`config.mk`:
```
export PLATFORM = sky130hd
export DESIGN_NAME = wb_master
export DESIGN_NICKNAME = d
export VERILOG_FILES = /design/src/rtl/wb_master.sv
export SDC_FILE = /design/constraint.sdc
export NUM_CORES = 1
export LEC_CHECK = 0
export ABC_AREA = 1
export BUFFER_PORTS_ARGS = -buffer_cell sky130_fd_sc_hd__buf_2
export CAP_MARGIN = 20
export CORE_MARGIN = 1
export CORE_UTILIZATION = 46
export CTS_CLUSTER_SIZE = 8
export DETAILED_ROUTE_END_ITERATION = 10
export MAX_ROUTING_LAYER = met4
export PLACE_DENSITY = 0.76
export SLEW_MARGIN = 15
export SYNTH_ARGS = -nofsm -noshare
export SYNTH_HDL_FRONTEND = slang
export SYNTH_SLANG_ARGS = --single-unit
```
`constraint.sdc`:
```
create_clock -name clk -period 1.38 [get_ports clk]
set_input_delay 0.276 -clock clk [delete_from_list [all_inputs] [get_ports clk]]
set_output_delay 0.276 -clock clk [all_outputs]
set_load 0.02 [all_outputs]
```
`src/rtl/wb_master.sv`:
```
// Wishbone classic burst master: accepts a read/write burst command and runs one
// stb_o/ack_i handshake per beat, with a per-beat ack timeout that aborts the burst.
//
// state | meaning
// IDLE  | waiting for a command, cmd_ready high, bus released
// WDATA | write burst, bus held (cyc_o=1, stb_o=0) until the next write word arrives
// REQ   | strobe asserted, waiting for ack_i or timeout
// GAP   | read burst, single idle-strobe cycle between beats
module wb_master #(
    parameter int DATA_WIDTH = 32,
    parameter int ADDR_WIDTH = 32,
    parameter int LEN_WIDTH  = 4,
    parameter int TIMEOUT    = 255
) (
    input  logic                  clk,
    input  logic                  rst,
    input  logic                  cmd_valid,
    output logic                  cmd_ready,
    input  logic                  cmd_we,
    input  logic [ADDR_WIDTH-1:0] cmd_adr,
    input  logic [LEN_WIDTH-1:0]  cmd_len,
    input  logic [DATA_WIDTH-1:0] wr_dat,
    input  logic                  wr_valid,
    output logic                  wr_ready,
    output logic [DATA_WIDTH-1:0] rd_dat,
    output logic                  rd_valid,
    output logic                  done,
    output logic                  err,
    output logic                  cyc_o,
    output logic                  stb_o,
    output logic                  we_o,
    output logic [ADDR_WIDTH-1:0] adr_o,
    output logic [DATA_WIDTH-1:0] dat_o,
    input  logic [DATA_WIDTH-1:0] dat_i,
    input  logic                  ack_i
);

    localparam logic [1:0] IDLE  = 2'd0;
    localparam logic [1:0] WDATA = 2'd1;
    localparam logic [1:0] REQ   = 2'd2;
    localparam logic [1:0] GAP   = 2'd3;

    // Wide enough for the largest legal TIMEOUT (65535).
    localparam int               TMO_W    = 16;
    localparam logic [TMO_W-1:0] TMO_LAST = TMO_W'(TIMEOUT - 1);

    logic [1:0]           state;
    logic [LEN_WIDTH-1:0] len_r;
    logic [LEN_WIDTH-1:0] beat_cnt;
    logic [TMO_W-1:0]     tmo_cnt;
    logic                 last_beat;

    assign cmd_ready = (state == IDLE);
    assign wr_ready  = (state == WDATA);
    assign last_beat = (beat_cnt == len_r);

    always_ff @(posedge clk) begin
        if (!rst) begin
            state    <= IDLE;
            len_r    <= '0;
            beat_cnt <= '0;
            tmo_cnt  <= '0;
            cyc_o    <= 1'b0;
            stb_o    <= 1'b0;
            we_o     <= 1'b0;
            adr_o    <= '0;
            dat_o    <= '0;
            rd_dat   <= '0;
            rd_valid <= 1'b0;
            done     <= 1'b0;
            err      <= 1'b0;
        end else begin
            rd_valid <= 1'b0;
            done     <= 1'b0;
            err      <= 1'b0;
            case (state)
                IDLE: begin
                    if (cmd_valid) begin
                        we_o     <= cmd_we;
                        adr_o    <= cmd_adr;
                        len_r    <= cmd_len;
                        beat_cnt <= '0;
                        tmo_cnt  <= '0;
                        cyc_o    <= 1'b1;
                        if (cmd_we) begin
                            state <= WDATA;
                        end else begin
                            stb_o <= 1'b1;
                            state <= REQ;
                        end
                    end
                end
                WDATA: begin
                    if (wr_valid) begin
                        dat_o   <= wr_dat;
                        stb_o   <= 1'b1;
                        tmo_cnt <= '0;
                        state   <= REQ;
                    end
                end
                REQ: begin
                    if (ack_i) begin
                        stb_o <= 1'b0;
                        if (!we_o) begin
                            rd_dat   <= dat_i;
                            rd_valid <= 1'b1;
                        end
                        if (last_beat) begin
                            cyc_o <= 1'b0;
                            done  <= 1'b1;
                            state <= IDLE;
                        end else begin
                            adr_o    <= adr_o + ADDR_WIDTH'(1);
                            beat_cnt <= beat_cnt + LEN_WIDTH'(1);
                            state    <= we_o ? WDATA : GAP;
                        end
                    end else if (tmo_cnt == TMO_LAST) begin
                        // Abandon the rest of the burst; the aborted beat returns no data.
                        cyc_o <= 1'b0;
                        stb_o <= 1'b0;
                        done  <= 1'b1;
                        err   <= 1'b1;
                        state <= IDLE;
                    end else begin
                        tmo_cnt <= tmo_cnt + TMO_W'(1);
                    end
                end
                GAP: begin
                    stb_o   <= 1'b1;
                    tmo_cnt <= '0;
                    state   <= REQ;
                end
                default: begin
                    state <= IDLE;
                end
            endcase
        end
    end

endmodule
```
==> metrics.txt, run 1 <==
Synth cell types=29; share of cells above drive strength 1=0.477; Total Wirelength=26.5 mm; largest net degree at the start of global routing=53; all-layer global routing usage=0.315; Die Span Y=120 um; R2R setup slack=-240 ps; Worst Path Class, Setup=register to output port; worst r2r src=beat_cnt[1]; max-cap violations=0; vias=8521; DRT Pass-1 Iters=6; LEAKAGE=4.89 nW; DRC errors left=0; P per Cell Area=1670 mW/mm^2; DRT antenna net count=0; Max Clk Rate=614 MHz; die area=0.0145 mm^2; Remaining Overflow, GRT=0; synth warn=0; CP Launch Type=register; period utilization=1.18; Hold Fails Final Rpt=0; design area=0.0109 mm^2; R2R depth=12; clk_lat worst skew=420 ps; maximum VDD drop=1160 uV; Inst Count DP=1472; fin worst setup slack=-248 ps; syn nets=1130; total power=18.2 mW; Post-synth EDFFs=0; Worst Path Max Fanout=3; CTS root buf=clkbuf_16; Fill cells=800; cell area after synthesis=0.00643 mm^2; # IOs=210; worst endpoint required time=1100 ps; FP Rows=42; Worst Hold Launch=dat_i[10]; crit path capture type=output port; number of global-route vias before repair=7549; critical path arrival=1350 ps; R2R Path End=beat_cnt[3]; final setup TNS=-13690 ps; Hold Path Depth=3; clock period minus worst slack=1630 ps; I/O Buffers=209; syn_area_per_cell=6.31 um^2; outcome=finished, violations left; HPWL after detailed placement=14.6 mm; TritonCTS Buffers=17; Hold Buf Count CTS=0; Post-Synthesis Cells=1020; worst slew pin tran=451 ps; fin cells=1557; FFs w/ async S/R, synth=0; hold path endpoint=rd_dat[10]; Via density=5.47; routability cong.=0.893; Worst slew margin=0.697; H-tree levels=4; CTS sink cnt=128; Layout area overhead=69.4%; initial DRC count=756; Starting Density=0.478; Most used DFF post-synth=dfxtp_1; CTS tree=built; Slew Viols, Final=0; Worst Skew=6.88 ps; CORE AREA=0.0135 mm^2; failing checks=negative setup slack; global-route wire length before repair=35.2 mm; WL per Instance=17.0 um; Final setup viols=123; RSZ-0062 raised after global routing=yes; Worst Hold Class=input port to register; initial antenna violation count=1; die span in x=120 um; DP Area=0.00859 mm^2; fin nets=1477; Clock transition at path regs=60 ps; deepest clock path buffer count=2; post-synthesis sequential area ratio=0.398; Synth Register Bits=128
## per-layer routing
metal / track usage / vias up / routed length [um]
li1: - / 3961 / -
met1: 0.367 / 3922 / 9820
met2: 0.521 / 534 / 13200
met3: 0.0783 / 104 / 2440
met4: 0.123 / 0 / 1030
met5: - / - / 0
## metrics by stage
| stage | util | hold slack, ps | worst slack [ps] |
|---|---|---|---|
| 2_1_floorplan | - | 411 | -52.0 |
| 3_3_place_gp | 0.638 | 444 | -92.1 |
| 4_1_cts | 0.728 | 54.5 | -151 |
| 3_5_place_dp | 0.638 | 449 | -160 |
| 6_report | 0.810 | 66.1 | -248 |
| 5_1_grt | 0.810 | 54.1 | -288 |
## worst max-delay path by stage
stage	from	to	slack, ps	cells past startpoint
floorplan	state[0]	tmo_cnt[14]	-50	11
global placement	state[1]	adr_o[4]	-90	9
detailed placement	state[1]	adr_o[19]	-160	9
CTS	state[0]	wr_ready	-150	4
finish	state[1]	wr_ready	-250	4
global route	beat_cnt[1]	beat_cnt[3]	-290	12
## cell type report
type	instances	area, um^2	area share
clock inverter	9	128	0.0117
timing repair inverter	1	6.26	0.000574
antenna	1	2.50	0.000230
tap	176	220	0.0202
clock buffer	23	479	0.0440
timing repair buffer	373	2830	0.260
sequential	128	2620	0.241
inverter	73	304	0.0279
multi-input combinational	773	4300	0.395
## Yosys cell counts, types with 2 or more instances
library cell	instances	area share
clkbuf_1	32	0.019
buf_2	9	0.0070
nor2_1	216	0.13
nand3_1	85	0.066
nor2_2	2	0.0019
o21bai_1	2	0.0023
nand2_2	2	0.0019
or2_2	2	0.0019
inv_2	7	0.0041
nand2_4	3	0.0053
xor2_1	8	0.011
inv_1	66	0.039
o21ai_0	64	0.050
ha_1	4	0.0078
nor3_1	5	0.0039
nand3b_1	4	0.0047
a21oi_1	86	0.067
dfxtp_1	128	0.40
nand2_1	278	0.16
nand4_1	5	0.0049
buf_6	3	0.0053
nor2_4	2	0.0035
## cells in the final DEF, fill, tap and decap left out, types with 17 or more instances in the layout
master | synthesis | routed
nand2_1 | 278 | 224
buf_2 | 9 | 205
nor2_1 | 216 | 157
buf_4 | 1 | 114
dfxtp_1 | 128 | 94
nand3_1 | 85 | 76
a21oi_1 | 86 | 61
inv_1 | 66 | 58
nand2_2 | 2 | 41
o21ai_2 | 0 | 37
nor2_2 | 2 | 36
nor2_4 | 2 | 27
dfxtp_2 | 0 | 27
clkbuf_16 | 0 | 27
a21oi_2 | 0 | 25
buf_12 | 0 | 20
buf_6 | 3 | 17
## repair_timing
| item | CTS | global route |
|---|---|---|
| resized for setup | 138 | 235 |
| cloned | 6 | 13 |
| endpoints found under the hold margin | 0 | 0 |
| buffers inserted | 14 | 24 |
| pin swaps | 48 | 99 |
| endpoints found under the setup margin | 124 | 132 |
## power by group
group          switching (mW)  total (mW)  internal [mW]
Sequential              0.584        4.96           4.37
Combinational            4.71        8.45           3.74
Clock                    1.76        4.76           3.00
## critical path: stages (launching register included)
cell,delay (ps)
dfxtp_4,360
buf_4,140
nor2_4,180
buf_12,140
buf_8,100
## cells by family (layout without fill, tap and decap cells)
group	after synthesis	in the layout	synth area share
other	0	1	0
adders and majority gates	4	4	0.00778
buffers and inverters	119	479	0.0753
AOI/OAI and AO/OA	154	154	0.121
xor gates and xnor gates	9	9	0.0123
and+or+nand+nor	606	606	0.385
DFF	128	128	0.398
## sequential cells by signal, summed over array words and instances, names as in the netlist
name / flops
dat_o: 32
adr_o: 32
rd_valid: 1
tmo_cnt: 16
len_r: 4
we_o: 1
state: 2
rd_dat: 32
stb_o: 1
err: 1
beat_cnt: 4
done: 1
cyc_o: 1
(Power assumes the default switching activity.)
==> inputs of run 2 (changes only) <==
--- a/config.mk
+++ b/config.mk
@@ -8,12 +8,14 @@
 export ABC_AREA = 1
 export BUFFER_PORTS_ARGS = -buffer_cell sky130_fd_sc_hd__buf_2
 export CAP_MARGIN = 20
+export CELL_PAD_IN_SITES_DETAIL_PLACEMENT = 0
+export CELL_PAD_IN_SITES_GLOBAL_PLACEMENT = 1
 export CORE_MARGIN = 1
-export CORE_UTILIZATION = 46
+export CORE_UTILIZATION = 31
 export CTS_CLUSTER_SIZE = 8
 export DETAILED_ROUTE_END_ITERATION = 10
 export MAX_ROUTING_LAYER = met4
-export PLACE_DENSITY = 0.76
+export PLACE_DENSITY_LB_ADDON = 0.1
 export SLEW_MARGIN = 15
 export SYNTH_ARGS = -nofsm -noshare
 export SYNTH_HDL_FRONTEND = slang
==> run 2 against run 1 <==
The flow still finishes with violations (negative setup slack). First-iteration DRC count is 66% lower. Critical path depth up 7. Non-clock buffer count is 16 higher. Clock skew is 5.9 ps higher. Design area increased by 5.2%. Sequential power is 2% lower. Worst hold slack improved by 5.9 ps. Clock power decreased by 3%. Fmax is 0.92% higher. Routed wire length is 9.4% lower. Register-to-register slack about the same. Flip-flop and latch count unchanged.
==> metrics.txt, run 2 (synthesis results as in run 1) <==
R2R depth=11 (was 12); multi-input combinational cell area=0.00463 mm^2 (was 0.00430 mm^2); Starting Density=0.317 (was 0.478); TritonCTS Buffers=17 (unchanged); Slew Viols, Final=0 (unchanged); Worst Path Class, Setup=register to register (was register to output port); I/O Buffers=209 (unchanged); Worst slew margin=0.721 (was 0.697); DRT Pass-1 Iters=5 (was 6); initial antenna violation count=0 (was 1); crit path capture type=register (was output port); maximum VDD drop=992 uV (was 1160 uV); largest net degree at the start of global routing=53 (unchanged); period utilization=1.17 (was 1.18); Worst Path Max Fanout=6 (was 3); outcome=finished, violations left (unchanged); R2R Path End=adr_o[0] (was beat_cnt[3]); CTS root buf=clkbuf_16 (unchanged); Hold Buf Count CTS=0 (unchanged); worst slew pin tran=418 ps (was 451 ps); Die Span Y=146 um (was 120 um); initial DRC count=258 (was 756); Antenna diodes=0 (was 1); clk_lat worst skew=430 ps (was 420 ps); all-layer global routing usage=0.225 (was 0.315); worst endpoint required time=1700 ps (was 1100 ps); CTS tree=built (unchanged); Largest regs=adr_o (32), dat_o (32), rd_dat (32) (unchanged); DRC errors left=0 (unchanged); R2R setup slack=-230 ps (was -240 ps); vias=7810 (was 8521); deepest clock path buffer count=2 (unchanged); CTS sink cnt=128 (unchanged); HPWL after detailed placement=15.7 mm (was 14.6 mm); FP Rows=52 (was 42); die span in x=146 um (was 120 um); hold path endpoint=rd_dat[18] (was rd_dat[10]); CORE AREA=0.0203 mm^2 (was 0.0135 mm^2); most common cell after layout, fill and taps aside=buf_2 (was nand2_1); failing checks=negative setup slack (unchanged); fin worst setup slack=-233 ps (was -248 ps); Remaining Overflow, GRT=0 (unchanged); Final setup viols=112 (was 123); RSZ-0062 raised after global routing=yes (unchanged); H-tree levels=4 (unchanged); Fill cells=2007 (was 800); WL per Instance=14.4 um (was 17.0 um); share of cells above drive strength 1=0.525 (was 0.477); Worst Hold Launch=dat_i[18] (was dat_i[10]); Total Wirelength=24.0 mm (was 26.5 mm); most frequent cells in the layout=buf_2 (197), nand2_1 (194), nor2_1 (152) (was nand2_1 (224), buf_2 (205), nor2_1 (157)); Reg area=0.00263 mm^2 (was 0.00262 mm^2); Worst Hold Class=input port to register (unchanged); DRT antenna net count=0 (unchanged); CP Launch Type=register (unchanged); Via density=4.69 (was 5.47); number of global-route vias before repair=7420 (was 7549); Hold Path Depth=3 (unchanged); Final Util=0.565 (was 0.810); P per Cell Area=1590 mW/mm^2 (was 1670 mW/mm^2); clock period minus worst slack=1610 ps (was 1630 ps); max-cap violations=0 (unchanged); worst r2r src=state[1] (was beat_cnt[1]); global-route wire length before repair=37.2 mm (was 35.2 mm); # IOs=210 (unchanged); Layout area overhead=78.3% (was 69.4%); Clock transition at path regs=70 ps (was 60 ps); total power=18.3 mW (was 18.2 mW); LEAKAGE=5.08 nW (was 4.89 nW); critical path arrival=1940 ps (was 1350 ps); Max Clk Rate=620 MHz (was 614 MHz); routability cong.=0.834 (was 0.893); Worst Skew=12.8 ps (was 6.88 ps); die area=0.0213 mm^2 (was 0.0145 mm^2); Hold Fails Final Rpt=0 (unchanged); fin nets=1493 (was 1477)
run 2: power breakdown:
group	internal, mW	total [mW]	switching, mW
Sequential	4.38	4.88	0.509
Clock	2.54	4.63	2.08
Combinational	4.05	8.77	4.72
run 2: how the worst max path moves through the flow:
| stage | startpoint | endpoint | slack (ps) | cells after the start |
|---|---|---|---|---|
| finish | state[1] | adr_o[0] | -230 | 11 |
| floorplan | state[0] | tmo_cnt[14] | -50 | 11 |
| CTS | state[1] | wr_ready | -150 | 4 |
| global route | adr_o[1] | adr_o[20] | -300 | 10 |
| detailed placement | state[1] | dat_o[15] | -150 | 7 |
| global placement | tmo_cnt[1] | state[1] | -130 | 9 |
run 2: layer usage:
layer | GRT usage | wire [um] | vias to the layer above
met5 | - | 0 | -
met4 | 0.0510 | 210 | 0
met3 | 0.0431 | 991 | 13
met2 | 0.366 | 11800 | 156
met1 | 0.287 | 11100 | 3648
li1 | - | - | 3993
run 2: timing repair:
item                       in CTS  in global routing
setup endpoints to repair      99                140
buffers inserted               22                 15
resized for setup             186                253
pin swaps                      55                 65
cloned                          7                  8
run 2: critical path, stage by stage, from the launching register on:
cell and delay [ps]:
dfxtp_4 360, buf_12 130, nor2_4 120, buf_6 120, nand2_4 50, nand2_4 100, nand2_8 80, buf_12 130
buf_12 130, buf_16 140, o21ai_2 120, a21oi_2 40
run 2: through the flow:
stage	setup WS, ps	std cells	cell area, um^2	TNS (ps)	hold slack [ps]
floorplan	-52.0	1020	6570	-524	411
global placement	-127	1590	8870	-7220	444
detailed placement	-149	1590	8870	-9000	449
CTS	-150	1650	10400	-7530	62.1
global route	-296	1666	11500	-17470	66.1
finish	-233	1666	11500	-10200	72.0
run 2: cell type report:
class                      instances  share of cell area
clock inverter                    14              0.0133
multi-input combinational        773               0.404
inverter                          73              0.0278
timing repair buffer             389               0.256
timing repair inverter             1            0.000982
sequential                       128               0.230
clock buffer                      18              0.0393
tap                              270              0.0295
